==> config.mk <==
export PLATFORM = sky130hd
export DESIGN_NAME = onehot_rr_arbiter
export DESIGN_NICKNAME = d
export VERILOG_FILES = /design/src/rtl/onehot_rr_arbiter.sv
export SDC_FILE = /design/constraint.sdc
export NUM_CORES = 1
export LEC_CHECK = 0
export BUFFER_PORTS_ARGS = -buffer_cell sky130_fd_sc_hd__buf_2
export CORE_ASPECT_RATIO = 1.1
export CORE_UTILIZATION = 45
export CTS_CLUSTER_DIAMETER = 30
export DETAILED_ROUTE_END_ITERATION = 8
export SETUP_SLACK_MARGIN = 0.02
export SLEW_MARGIN = 20
export SYNTH_ARGS = -nofsm -noshare
export SYNTH_HDL_FRONTEND = slang
export SYNTH_SLANG_ARGS = --single-unit
==> constraint.sdc <==
create_clock -name clk -period 8.06 [get_ports clk]
set_clock_uncertainty 0.05 [all_clocks]
set_input_delay 0.403 -clock clk [delete_from_list [all_inputs] [get_ports clk]]
set_output_delay 0.403 -clock clk [all_outputs]
set_load 0.01 [all_outputs]
==> src/rtl/onehot_rr_arbiter.sv <==
// onehot_rr_arbiter
//
// Round-robin arbiter over ten requesters. The grant is a registered 16-bit
// one-hot vector where requester k drives bit k+6 (bits 5:0 are always 0), so a
// downstream one-hot priority encoder reads owner ID k+1. The vector is always
// either all-zero or exactly one-hot.
//
// Handshake: a requester holds req_i[k] high while it wants the resource. Once
// grant_onehot_o shows its bit, it keeps ownership until it pulses done_i,
// drops its own request, or holds for MAX_HOLD cycles (forced release, flagged
// by a one-cycle timeout_o pulse in the first cycle the grant reads 0). Every
// release is followed by at least one idle cycle.
//
// Parameters:
//   MAX_HOLD        maximum visible grant length in cycles, 0 disables (0..255)
// Ports:
//   clk             rising-edge clock
//   rst             synchronous active-high reset
//   req_i[9:0]      request lines, req_i[k] is requester k
//   done_i          owner releases its grant (only looked at while granting)
//   grant_onehot_o  registered one-hot grant, bit k+6 for requester k
//   grant_valid_o   high exactly when grant_onehot_o is non-zero
//   timeout_o       one-cycle pulse when a grant clears by forced release
//   state_dbg       current FSM state (0 = IDLE, 1 = GRANT)

module onehot_rr_arbiter #(
  parameter int MAX_HOLD = 15
) (
  input  logic        clk,
  input  logic        rst,
  input  logic [9:0]  req_i,
  input  logic        done_i,
  output logic [15:0] grant_onehot_o,
  output logic        grant_valid_o,
  output logic        timeout_o,
  output logic        state_dbg
);

  typedef enum logic [0:0] {
    IDLE  = 1'b0,
    GRANT = 1'b1
  } state_t;

  localparam bit          HOLD_EN     = (MAX_HOLD != 0);
  localparam int          HOLD_LAST_I = (MAX_HOLD == 0) ? 0 : MAX_HOLD - 1;
  localparam logic [7:0]  HOLD_LAST   = 8'(HOLD_LAST_I);

  state_t      state, state_next;
  logic [3:0]  ptr, ptr_next;
  logic [3:0]  owner, owner_next;
  logic [7:0]  hold_cnt, hold_next;
  logic [15:0] grant_q, grant_next;
  logic        valid_q, valid_next;
  logic        timeout_q, timeout_next;

  // Round-robin search: first requester at or after ptr, wrapping mod 10.
  logic [3:0]  pick;
  logic        found;
  logic [4:0]  idx;

  always_comb begin
    pick  = 4'd0;
    found = 1'b0;
    idx   = 5'd0;
    for (int i = 0; i < 10; i++) begin
      idx = 5'(ptr) + 5'(i);
      if (idx >= 5'd10) idx = idx - 5'd10;
      if (!found && req_i[idx[3:0]]) begin
        found = 1'b1;
        pick  = idx[3:0];
      end
    end
  end

  always_comb begin
    state_next   = state;
    ptr_next     = ptr;
    owner_next   = owner;
    hold_next    = hold_cnt;
    grant_next   = grant_q;
    valid_next   = valid_q;
    timeout_next = 1'b0;
    case (state)
      IDLE: begin
        if (found) begin
          owner_next = pick;
          grant_next = 16'd64 << pick;
          valid_next = 1'b1;
          hold_next  = 8'd0;
          state_next = GRANT;
        end else begin
          grant_next = 16'd0;
          valid_next = 1'b0;
        end
      end
      GRANT: begin
        if (done_i || !req_i[owner] || (HOLD_EN && hold_cnt == HOLD_LAST)) begin
          grant_next   = 16'd0;
          valid_next   = 1'b0;
          ptr_next     = (owner == 4'd9) ? 4'd0 : owner + 4'd1;
          state_next   = IDLE;
          // Only a release with neither normal cause counts as a timeout.
          timeout_next = !done_i && req_i[owner];
        end else begin
          hold_next = hold_cnt + 8'd1;
        end
      end
      default: begin
        state_next = IDLE;
        grant_next = 16'd0;
        valid_next = 1'b0;
      end
    endcase
  end

  always_ff @(posedge clk) begin
    if (rst) begin
      state     <= IDLE;
      ptr       <= 4'd0;
      owner     <= 4'd0;
      hold_cnt  <= 8'd0;
      grant_q   <= 16'd0;
      valid_q   <= 1'b0;
      timeout_q <= 1'b0;
    end else begin
      state     <= state_next;
      ptr       <= ptr_next;
      owner     <= owner_next;
      hold_cnt  <= hold_next;
      grant_q   <= grant_next;
      valid_q   <= valid_next;
      timeout_q <= timeout_next;
    end
  end

  assign grant_onehot_o = grant_q;
  assign grant_valid_o  = valid_q;
  assign timeout_o      = timeout_q;
  assign state_dbg      = state;

endmodule

==> results.md <==
- Pwr Density: approximately 450 nW/um2
- DRC Markers: 0
- F_max: 174 MHz
- EDFF count, synth: 0
- Mapped Avg Cell Area: 7.82 um2
- CTS tree: yes
- Crit path capture type: register
- Drt wl/cell: 20.2 um
- Max FO, Critical Path: 25
- CTS Hold Bufs: 0
- Ys async rst share: 0%
- Commonest cells in the netlist: 49 x nand2_1, 44 x nor2_1, 35 x a21oi_1
- Standard-cell rows: 37
- Crit path time final: roughly 5.7 ns
- Slowest-stage cell, CP: dfxtp_1
- Die Height: about 100 um
- Yosys reg bits: 29
- H-Tree Level Count: 2
- Crit Path Class: reg2reg
- Cell Area, Synth: 4290 um2
- Clk_lat worst skew: 0.28 ns
- Finished Core Util: about half
- CP startpoint kind: register
- Synth Warn #: 0
- Top cell type's share of synthesized area: between 10% and 20%
- Setup TNS Final: 0 ns
- HP Class: in2reg
- Initial antenna violation count: 0
- Post-CTS Setup Repair Bufs: 0
- Endpoints failing hold: 0
- DR vias: ~4400
- GRT Total Usage: 29.1%
- Grt total ovfl: 0
- Clk buf depth: 2
- CTS clk-pin slew, worst paths: 0.06 ns
- Antenna Cells: 0
- Largest net degree at the start of global routing: 43
- Drt pass-1 iters: 6
- Synth top area cells: dfxtp_1 14%, mux2i_1 7.2%, ha_1 7.0%
- Core area: roughly 9300 um2
- Clock root cell: clkbuf_8
- Count leader, synth: nand2_1
- Post-Syn Instances: approximately 550
- Iter 0 DRT Violations: approximately 420
- Required time of the critical path: a little over 8 ns
- I/O pin cnt: 32
- First-pass GRT wire length: between 20000 and 25000 um
- PortBufs: 25
- Period utilization: 71.2%
- Die W: ~95 um
- Area Growth Syn to Fin: 6.39%
- Number of global-route vias before repair: ~4300
- Routed wire length: 13700 um
- Max-slew violations: 0
- Sequential share of the synthesized area: a little over an eighth
- Yosys top cell by area: dfxtp_1
- CTS Sinks: 29
- Fillers: ~950
- Die area: ~9900 um2
- Leakage power figure: between 1.5 and 2 nW
- Final ANT Viol Nets: 0
- TritonCTS buffer count: 5
- Ys flop type: dfxtp_1
- Distinct cells, synth: between 90 and 100
- Worst slew margin: about 45%
- Peak supply drop: about 0.22 mV
- HPWL Detailed: around 11000 um
- Fin nets: around 600
- CP cell instances: inv_1, ha_1, buf_4, clkinv_1, ha_1, mux2_2, a2bb2oi_1, nand4_1, o22ai_1, nor2_1, nand3_1, or3_1, o311a_1, o22ai_2, nor2_1, a22o_1
- Share of cells above drive strength 1: around 15%
- Initial Util: a little under half
- RSZ-0062 raised after global routing: false
- Worst path max stage delay: approximately 0.73 ns
- Final setup fails: 0
- GP Congestion: 0.900
- Cells resized by post-CTS repair: 0
- Routed vias/inst: ~6.5
- CP arrival: 5.87 ns
- Status: completed
- Max-Cap Viols: 0
- Slew @ Worst Pin: slightly above 0.8 ns
area by class of cell:
type / instances / area [um2] / area share [%]
Multi-Input combinational cell: 478 / 3500 / 76.8
Sequential cell: 29 / 582 / 12.8
Timing Repair Buffer: 29 / 155 / 3.40
Tap cell: 117 / 146 / 3.21
Clock buffer: 7 / 86.3 / 1.89
Inverter: 16 / 60.1 / 1.32
Clock inverter: 1 / 30.0 / 0.658
layer usage:
metal / track usage [%] / vias up / part of all wire, %
met1: 36.0 / 2112 / 42
li1: - / 2093 / -
met3: 2.27 / 48 / 4.3
met5: 0 / - / 0
met2: 48.2 / 146 / 48
met4: 17.1 / 0 / 5.7
power by group:
group | switching (mW) | internal (mW) | total [mW]
Sequential | 0.0364 | 0.173 | 0.210
Clock | 0.0557 | 0.101 | 0.156
Combinational | 1.04 | 0.649 | 1.69
Total | 1.14 | 0.922 | 2.06
kinds of logic after synthesis:
family	Yosys count	share of synthesized area, %
muxes	52	14.2
AOI/OAI and AO/OA	163	28.5
adders and majority gates	25	7.47
and+or+nand+nor	209	25.9
other	1	0.0875
xor gates and xnor gates	23	5.02
DFF	29	13.5
buffers and inverters	46	5.22
flip-flops by register name (all words and copies together) (netlist names):
register and cells:
grant_onehot_o 10, grant_valid_o 1, hold_cnt 8, owner 4, ptr 4, state_dbg 1, timeout_o 1
critical path, delay by kind of cell, from the launching register on:
family / cells / cell delay (ns)
compound gates: 5 / 1.20
simple gates: 5 / 1.16
fa+ha+maj: 2 / 1.06
buf+inv: 3 / 1.02
flops: 1 / 0.73
mux: 1 / 0.39
cells in the final DEF, fill, tap and decap left out, types with 5 or more instances in the layout:
cell,netlist,final
clkbuf_8,0,6
mux2i_1,31,31
dfxtp_1,29,28
nand4_1,8,8
nor2b_1,8,8
a31oi_1,6,6
a211oi_1,12,12
nor3_1,15,15
buf_2,8,25
nand2_1,49,49
nor2_1,44,44
a21oi_1,35,35
ha_1,24,24
o21ai_0,27,27
and2_1,9,9
mux4_2,5,5
a22o_1,7,7
xnor2_1,14,14
conb_1,1,6
o31ai_1,6,6
a32o_1,5,5
and3_1,8,8
xor2_1,8,8
or3_1,8,8
inv_1,13,13
nand3_1,15,15
nand3b_1,5,5
nand2b_1,10,10
mux2_2,10,10
per-stage QoR:
stage                     instances  total power [mW]  cell area, um2  setup slack, ns  hold WS (ns)
final                           677              2.06            4560             2.32         0.353
after floorplan                 553              1.48            4310             3.04         0.422
after detailed placement        669              1.87            4440             2.44         0.411
after global placement          669              1.86            4440             2.65         0.401
after global routing            677              2.23            4560             1.90         0.373
after CTS                       677              2.04            4560             2.42         0.352
final timing paths:
| check | from | slack (ns) | to | cells past startpoint |
|---|---|---|---|---|
| hold / removal | done_i | 0.35 | timeout_o$_SDFF_PP0_ | 3 |
| hold reg to reg | grant_onehot_o[10]$_SDFFE_PP0P_ | 0.42 | grant_onehot_o[10]$_SDFFE_PP0P_ | 1 |
| setup reg to reg | ptr[1]$_SDFFE_PP0P_ | 2.32 | grant_onehot_o[9]$_SDFFE_PP0P_ | 16 |
| setup / recovery | ptr[1]$_SDFFE_PP0P_ | 2.32 | grant_onehot_o[9]$_SDFFE_PP0P_ | 16 |
Note: power is estimated with default switching activity, not from simulation.
